<file path="src/rtl/memory_access_stage_if.sv">
// Pipeline register types and the bus interface for the memory access stage.
// master = the stage itself, slave = the surrounding pipeline and data memory.
package memory_access_stage_pkg;
    typedef struct packed {
        logic       wEnable;
        logic [4:0] wAddr;
    } RdCtrl;

    typedef struct packed {
        logic [31:0] pc;
        logic [31:0] aluResult;
        logic [31:0] wData;
        logic        isLoad;
        logic        isStore;
        logic        isLoadUnsigned;
        logic [1:0]  memAccessWidth;
        RdCtrl       rdCtrl;
    } MemoryAccessStagePipeReg;

    typedef struct packed {
        logic [31:0] pc;
        logic [31:0] alu_result;
        logic [31:0] r_data;
        logic        is_load;
        RdCtrl       rdCtrl;
    } WriteBackStagePipeReg;
endpackage

interface memory_access_stage_if #(parameter int ADDR_WIDTH = 32);
    import memory_access_stage_pkg::*;

    logic                    in_valid;
    MemoryAccessStagePipeReg in_pipe;
    logic                    stall;
    logic                    out_valid;
    WriteBackStagePipeReg    out_pipe;
    logic                    dmem_req;
    logic                    dmem_we;
    logic [ADDR_WIDTH-1:0]   dmem_addr;
    logic [31:0]             dmem_wdata;
    logic [3:0]              dmem_be;
    logic                    dmem_ack;
    logic [31:0]             dmem_rdata;
    logic                    misaligned;

    modport master (
        input  in_valid, in_pipe, dmem_ack, dmem_rdata,
        output stall, out_valid, out_pipe, dmem_req, dmem_we, dmem_addr,
               dmem_wdata, dmem_be, misaligned
    );

    modport slave (
        output in_valid, in_pipe, dmem_ack, dmem_rdata,
        input  stall, out_valid, out_pipe, dmem_req, dmem_we, dmem_addr,
               dmem_wdata, dmem_be, misaligned
    );
endinterface

</file>
<file path="src/rtl/memory_access_stage.sv">
// Memory access pipeline stage: loads/stores over a req/ack port, stall generation.
// Optional MISALIGN_TRAP_EN: misaligned half/word accesses complete without a request.
//
// state  | meaning
// IDLE   | no access outstanding; req follows a live memory op
// WAIT   | request issued, holding req until dmem_ack
module memory_access_stage
    import memory_access_stage_pkg::*;
#(
    parameter int DATA_WIDTH = 32,
    parameter int ADDR_WIDTH = 32
) (
    input  logic                  clk,
    input  logic                  rst,
    memory_access_stage_if.master bus
);
    typedef enum logic {S_IDLE = 1'b0, S_WAIT = 1'b1} state_t;

    state_t                  r_state;
    state_t                  w_state_nxt;
    logic                    r_out_valid;
    WriteBackStagePipeReg    r_out_pipe;
    logic                    r_misaligned;

    MemoryAccessStagePipeReg w_in;
    logic [1:0]              w_off;
    logic                    w_mem_op;
    logic                    w_misal;
    logic                    w_issue;
    logic                    w_req;
    logic                    w_done;
    logic [3:0]              w_be_st;
    logic [DATA_WIDTH-1:0]   w_wdata;
    logic [7:0]              w_byte;
    logic [15:0]             w_half;
    logic [DATA_WIDTH-1:0]   w_load;
    logic [31:0]             w_addr;
    WriteBackStagePipeReg    w_wb;

    assign w_in     = bus.in_pipe;
    assign w_off    = w_in.aluResult[1:0];
    assign w_mem_op = bus.in_valid & (w_in.isLoad | w_in.isStore);

`ifdef MISALIGN_TRAP_EN
    assign w_misal = w_mem_op &
                     (((w_in.memAccessWidth == 2'b01) & w_off[0]) |
                      (w_in.memAccessWidth[1] & (w_off != 2'b00)));
`else
    assign w_misal = 1'b0;
`endif

    assign w_issue = w_mem_op & ~w_misal;

    always_comb begin
        w_state_nxt = r_state;
        w_req       = 1'b0;
        case (r_state)
            S_IDLE: begin
                w_req = w_issue;
                if (w_issue & ~bus.dmem_ack) w_state_nxt = S_WAIT;
            end
            S_WAIT: begin
                w_req = 1'b1;
                if (bus.dmem_ack) w_state_nxt = S_IDLE;
            end
            default: w_state_nxt = S_IDLE;
        endcase
    end

    always_comb begin
        w_be_st = 4'b1111;
        w_wdata = w_in.wData;
        case (w_in.memAccessWidth)
            2'b00: begin
                w_be_st = 4'b0001 << w_off;
                w_wdata = {4{w_in.wData[7:0]}};
            end
            2'b01: begin
                w_be_st = w_off[1] ? 4'b1100 : 4'b0011;
                w_wdata = {2{w_in.wData[15:0]}};
            end
            default: ;
        endcase
    end

    always_comb begin
        w_byte = bus.dmem_rdata[{w_off, 3'b000} +: 8];
        w_half = w_off[1] ? bus.dmem_rdata[31:16] : bus.dmem_rdata[15:0];
        case (w_in.memAccessWidth)
            2'b00:   w_load = {{24{~w_in.isLoadUnsigned & w_byte[7]}}, w_byte};
            2'b01:   w_load = {{16{~w_in.isLoadUnsigned & w_half[15]}}, w_half};
            default: w_load = bus.dmem_rdata;
        endcase
    end

    // Trapped accesses complete immediately and must not write the register file.
    always_comb begin
        w_wb            = '0;
        w_wb.pc         = w_in.pc;
        w_wb.alu_result = w_in.aluResult;
        w_wb.rdCtrl     = w_in.rdCtrl;
        w_wb.is_load    = w_in.isLoad;
        w_wb.r_data     = (w_in.isLoad & ~w_misal) ? w_load : '0;
        if (w_misal) w_wb.rdCtrl.wEnable = 1'b0;
    end

    assign w_done = (bus.in_valid & ~w_mem_op) | (w_req & bus.dmem_ack) | w_misal;
    assign w_addr = {w_in.aluResult[31:2], 2'b00};

    always_ff @(posedge clk or negedge rst) begin
        if (!rst) begin
            r_state      <= S_IDLE;
            r_out_valid  <= 1'b0;
            r_out_pipe   <= '0;
            r_misaligned <= 1'b0;
        end else begin
            r_state      <= w_state_nxt;
            r_out_valid  <= w_done;
            r_misaligned <= w_misal;
            if (w_done) r_out_pipe <= w_wb;
        end
    end

    assign bus.stall      = w_req & ~bus.dmem_ack;
    assign bus.dmem_req   = w_req;
    assign bus.dmem_we    = w_req & w_in.isStore;
    assign bus.dmem_addr  = w_addr[ADDR_WIDTH-1:0];
    assign bus.dmem_wdata = w_wdata;
    assign bus.dmem_be    = (w_req & w_in.isStore) ? w_be_st : 4'b0000;
    assign bus.out_valid  = r_out_valid;
    assign bus.out_pipe   = r_out_pipe;
`ifdef MISALIGN_TRAP_EN
    assign bus.misaligned = r_misaligned;
`else
    assign bus.misaligned = 1'b0;
`endif
endmodule

</file>
<file path="src/flat_wrapper.sv">
// flat-port wrapper written by rule: the top's interface ports become plain ports
module memory_access_stage_flat import memory_access_stage_pkg::*;
#(
    parameter int DATA_WIDTH = 32,
    parameter int ADDR_WIDTH = 32
)
  (clk, rst, bus_in_valid, bus_in_pipe, bus_dmem_ack, bus_dmem_rdata, bus_stall, bus_out_valid, bus_out_pipe, bus_dmem_req, bus_dmem_we, bus_dmem_addr, bus_dmem_wdata, bus_dmem_be, bus_misaligned);
  memory_access_stage_if #(.ADDR_WIDTH(ADDR_WIDTH)) bus_i ();
  input  logic clk;
  input  logic rst;
  input wire logic [$bits(bus_i.in_valid)-1:0] bus_in_valid;
  input wire logic [$bits(bus_i.in_pipe)-1:0] bus_in_pipe;
  input wire logic [$bits(bus_i.dmem_ack)-1:0] bus_dmem_ack;
  input wire logic [$bits(bus_i.dmem_rdata)-1:0] bus_dmem_rdata;
  output wire logic [$bits(bus_i.stall)-1:0] bus_stall;
  output wire logic [$bits(bus_i.out_valid)-1:0] bus_out_valid;
  output wire logic [$bits(bus_i.out_pipe)-1:0] bus_out_pipe;
  output wire logic [$bits(bus_i.dmem_req)-1:0] bus_dmem_req;
  output wire logic [$bits(bus_i.dmem_we)-1:0] bus_dmem_we;
  output wire logic [$bits(bus_i.dmem_addr)-1:0] bus_dmem_addr;
  output wire logic [$bits(bus_i.dmem_wdata)-1:0] bus_dmem_wdata;
  output wire logic [$bits(bus_i.dmem_be)-1:0] bus_dmem_be;
  output wire logic [$bits(bus_i.misaligned)-1:0] bus_misaligned;
  assign bus_i.in_valid = bus_in_valid;
  assign bus_i.in_pipe = bus_in_pipe;
  assign bus_i.dmem_ack = bus_dmem_ack;
  assign bus_i.dmem_rdata = bus_dmem_rdata;
  assign bus_stall = bus_i.stall;
  assign bus_out_valid = bus_i.out_valid;
  assign bus_out_pipe = bus_i.out_pipe;
  assign bus_dmem_req = bus_i.dmem_req;
  assign bus_dmem_we = bus_i.dmem_we;
  assign bus_dmem_addr = bus_i.dmem_addr;
  assign bus_dmem_wdata = bus_i.dmem_wdata;
  assign bus_dmem_be = bus_i.dmem_be;
  assign bus_misaligned = bus_i.misaligned;
  memory_access_stage #(.DATA_WIDTH(DATA_WIDTH), .ADDR_WIDTH(ADDR_WIDTH)) u_core (.clk(clk), .rst(rst), .bus(bus_i));
endmodule
</file>
<file path="config.mk">
export PLATFORM = sky130hd
export DESIGN_NAME = memory_access_stage_flat
export DESIGN_NICKNAME = d
export VERILOG_FILES = /design/src/rtl/memory_access_stage_if.sv /design/src/rtl/memory_access_stage.sv /design/src/flat_wrapper.sv
export SDC_FILE = /design/constraint.sdc
export NUM_CORES = 1
export LEC_CHECK = 0
export ABC_AREA = 1
export CORE_AREA = 2 2 125 127
export DETAILED_ROUTE_END_ITERATION = 10
export DIE_AREA = 0 0 127 129
export PLACE_DENSITY = 0.77
export SYNTH_ARGS = -nofsm -noshare
export SYNTH_HDL_FRONTEND = slang
export SYNTH_SLANG_ARGS = --single-unit
export TNS_END_PERCENT = 20
</file>
<file path="constraint.sdc">
create_clock -name clk -period 1.5 [get_ports clk]
set_input_delay 0.225 -clock clk [delete_from_list [all_inputs] [get_ports clk]]
set_output_delay 0.225 -clock clk [all_outputs]
set_load 0.02 [all_outputs]
</file>
==> results_dict.tcl <==
set metrics [dict create \
    grt_start_max_net_pins 48 \
    post_dp_cell_area_um2 8740 \
    overflow 0 \
    dpl.hpwl_um 14500 \
    route.antenna.remaining_nets 0 \
    die_y_um 129 \
    cts_tree "yes" \
    setup_total_negative_slack_ps 0 \
    route.top_layer_used "met4" \
    post_synthesis_instance_area_um2 5270 \
    slew-limit-headroom_pct 64.4 \
    synth-seq-cells 105 \
    total_power_divided_by_cell_area_nw_per_um2 979 \
    timing.final.hold_violations 0 \
    tightest_pin_transition_ps 532 \
    first_pass_iters 5 \
    finalSetupViolCount 0 \
    first_global_vias 5351 \
    antenna_cells 0 \
    worstReg2RegStart "u_core.r_state$_DFF_PN0_" \
    hold_ws_ps 359 \
    timing.final.crit_period_ps 1490 \
    finish.net_count 1190 \
    netlist.top_cell.by_area "sky130_fd_sc_hd__dfrtp_1" \
    crit_path_max_incr_delay_ps 240 \
    drcViolationCount 0 \
    overall_die_area_um2 16400 \
    clkLatencyLatePin_ps 350 \
    crit_required_ps 1270 \
    floorplan.die.width_um 127 \
    placement_rows 45 \
    stdcell_area_um2 8850 \
    synthesis.yosys.warnings 0 \
    cts.path.max_buffers 2 \
    timing.hold.worst.class "in2async" \
    postRouteWirelength_um 18600 \
    slew_viol_final 0 \
    p_leak_nw 4.92 \
    r2r_slack_ps 180 \
    timing.critical_path.from_type "input pin" \
    grt_setup_unrepaired "yes" \
    crit_family "buffers and inverters" \
    fp.coreArea_um2 15000 \
    layout-drive-gt1-share_pct 12.3 \
    critPathMaxFanout 4 \
    synthesis.instances 717 \
    ff2ff_path_depth 8 \
    final_core_util_pct 59.1 \
    critPathSlowestCell "sky130_fd_sc_hd__dlygate4sd2_1" \
    crit_buf_inv 4 \
    crit_chain "dlygate4sd2_1 -> inv_2 -> nor2_4 -> clkinvlp_4 -> o211ai_1 -> buf_4" \
    cts-root-buf "sky130_fd_sc_hd__clkbuf_16" \
    cap_viol_max_count 0 \
    m1WireLength_um 7730 \
    wl_per_cell_um 15.0 \
    met3_length_um 1220 \
    cts.sinks 105 \
    place.port_buffers 315 \
    ir_worst_vdd_mv 0.697 \
    clkTransAtPathRegs_ps 70 \
    antenna_found_initial 0 \
    grt_pass1_wl_um 28900 \
    clock_tree.htree_level_count 3 \
    initial_core_util_pct 35.2 \
    yosys.cell_types.count 18 \
    synthDominantCellAreaShare_pct 49.8 \
    critical_path_arrival_ps 1270 \
    first_iter_violations 353 \
    viasPerCell 4.51 \
    fin_skew_ps 6.76 \
    synth.top_cells.by_area "sky130_fd_sc_hd__dfrtp_1 (50%), sky130_fd_sc_hd__nand2_1 (28%), sky130_fd_sc_hd__buf_4 (6.4%)" \
    groute.usage.overall_pct 22.6 \
    gp_routability_congestion 0.849 \
    met2WireLength_um 9240 \
    synth-seq-area-share_pct 49.8 \
    path_class "in2out" \
    worstSetupEndpointType "primary output" \
    area.growth.synth_to_final_pct 67.7 \
    post_synth.cell_area_avg_um2 7.36 \
    final_min_period_over_clock_period_pct 99.3 \
    io-pin-count 319 \
    clock.fmax_mhz 671 \
    cts_inserted_buffers 9 \
    run_status "finished clean" \
    routed-via-count 5593 \
    rr_endpoint "u_core.bus.out_pipe[17]$_DFFE_PN0P_" \
]
-- cell type report --
class,count,area [um^2]
inverter,38,144
sequential,105,2630
tap,188,235
clock buffer,11,253
clock inverter,4,27.5
timing repair inverter,1,7.51
timing repair buffer,386,3490
multi-input combinational,506,2060
fill,1414,6130
-- logic make-up (layout without fill, tap and decap cells) --
logic type	count (synthesis)	in the layout	share of synthesized area (%)
compound gates	40	40	4.25
buf+inv	108	440	12.1
flops	105	105	49.8
other cells	1	3	0.0711
simple gates	463	463	33.8
-- placed cells by master (no fill, tap or decap), types with 3 or more instances in the layout --
cell	count
sky130_fd_sc_hd__nand2_1	394
sky130_fd_sc_hd__clkdlybuf4s50_1	134
sky130_fd_sc_hd__o21ai_0	18
sky130_fd_sc_hd__inv_1	32
sky130_fd_sc_hd__dlygate4sd2_1	150
sky130_fd_sc_hd__nand3_1	12
sky130_fd_sc_hd__clkbuf_16	9
sky130_fd_sc_hd__nor2_1	48
sky130_fd_sc_hd__clkdlybuf4s15_2	5
sky130_fd_sc_hd__buf_4	66
sky130_fd_sc_hd__clkinv_2	3
sky130_fd_sc_hd__conb_1	3
sky130_fd_sc_hd__o211ai_1	8
sky130_fd_sc_hd__clkdlybuf4s15_1	6
sky130_fd_sc_hd__buf_2	16
sky130_fd_sc_hd__buf_12	5
sky130_fd_sc_hd__inv_2	5
sky130_fd_sc_hd__dfrtp_1	105
sky130_fd_sc_hd__a21oi_1	11
sky130_fd_sc_hd__buf_6	3
-- registers in the layout, indices dropped and copies added (netlist names) --
| register | flops |
|---|---|
| u_core.bus.out_pipe | 103 |
| u_core.bus.out_valid | 1 |
| u_core.r_state | 1 |
-- worst max path at each step --
stage,start,end,cells after the start
3_3_place_gp,bus_in_pipe[7],bus_dmem_be[2],8
6_report,bus_in_pipe[6],bus_dmem_wdata[30],6
3_5_place_dp,bus_in_pipe[7],bus_dmem_be[2],8
5_1_grt,bus_in_pipe[6],bus_dmem_wdata[30],6
2_1_floorplan,bus_in_pipe[44],bus_dmem_be[0],6
4_1_cts,bus_in_pipe[6],bus_dmem_wdata[30],6
-- layer usage --
layer / GRT usage (%) / vias up
li1: - / 2789
met1: 28.9 / 2551
met2: 38.2 / 222
met3: 5.20 / 31
met4: 7.50 / 0
met5: 0 / -
-- power by group --
part           switching, mW  internal, mW
Combinational           1.72          1.24
Clock                   1.04          1.21
Sequential             0.205          3.24
Total                   2.96          5.70
-- cell usage after synthesis --
master and n:
sky130_fd_sc_hd__buf_2 9, sky130_fd_sc_hd__nand3_4 1, sky130_fd_sc_hd__inv_2 4, sky130_fd_sc_hd__inv_1 34, sky130_fd_sc_hd__o21ai_2 1, sky130_fd_sc_hd__nand2_1 395, sky130_fd_sc_hd__nand2_2 3, sky130_fd_sc_hd__a21oi_1 13
sky130_fd_sc_hd__o21ai_0 18, sky130_fd_sc_hd__clkbuf_1 9, sky130_fd_sc_hd__buf_4 45, sky130_fd_sc_hd__buf_6 7, sky130_fd_sc_hd__nor2_1 51, sky130_fd_sc_hd__nand3_2 1, sky130_fd_sc_hd__conb_1 1, sky130_fd_sc_hd__o211ai_1 8
sky130_fd_sc_hd__nand3_1 12, sky130_fd_sc_hd__dfrtp_1 105
-- through the flow --
| step | setup slack, ps | instances | power, mW |
|---|---|---|---|
| after floorplan | 82.9 | 719 | 4.99 |
| after global placement | -718 | 1219 | 6.81 |
| after detailed placement | -753 | 1219 | 6.85 |
| after CTS | 1.11 | 1239 | 8.77 |
| after global routing | -35.1 | 1239 | 9.15 |
| final | 9.96 | 1239 | 8.66 |
-- timing repair --
item / in CTS / in global routing
setup buffers: 3 / 0
pin swaps: 5 / 3
hold buffers: 1 / 0
gates resized for setup: 269 / 8
setup endpoints to repair: 204 / 17
cloned: 1 / 0
endpoints found under the hold margin: 21 / 0
Note: power is estimated with default switching activity, not from simulation.
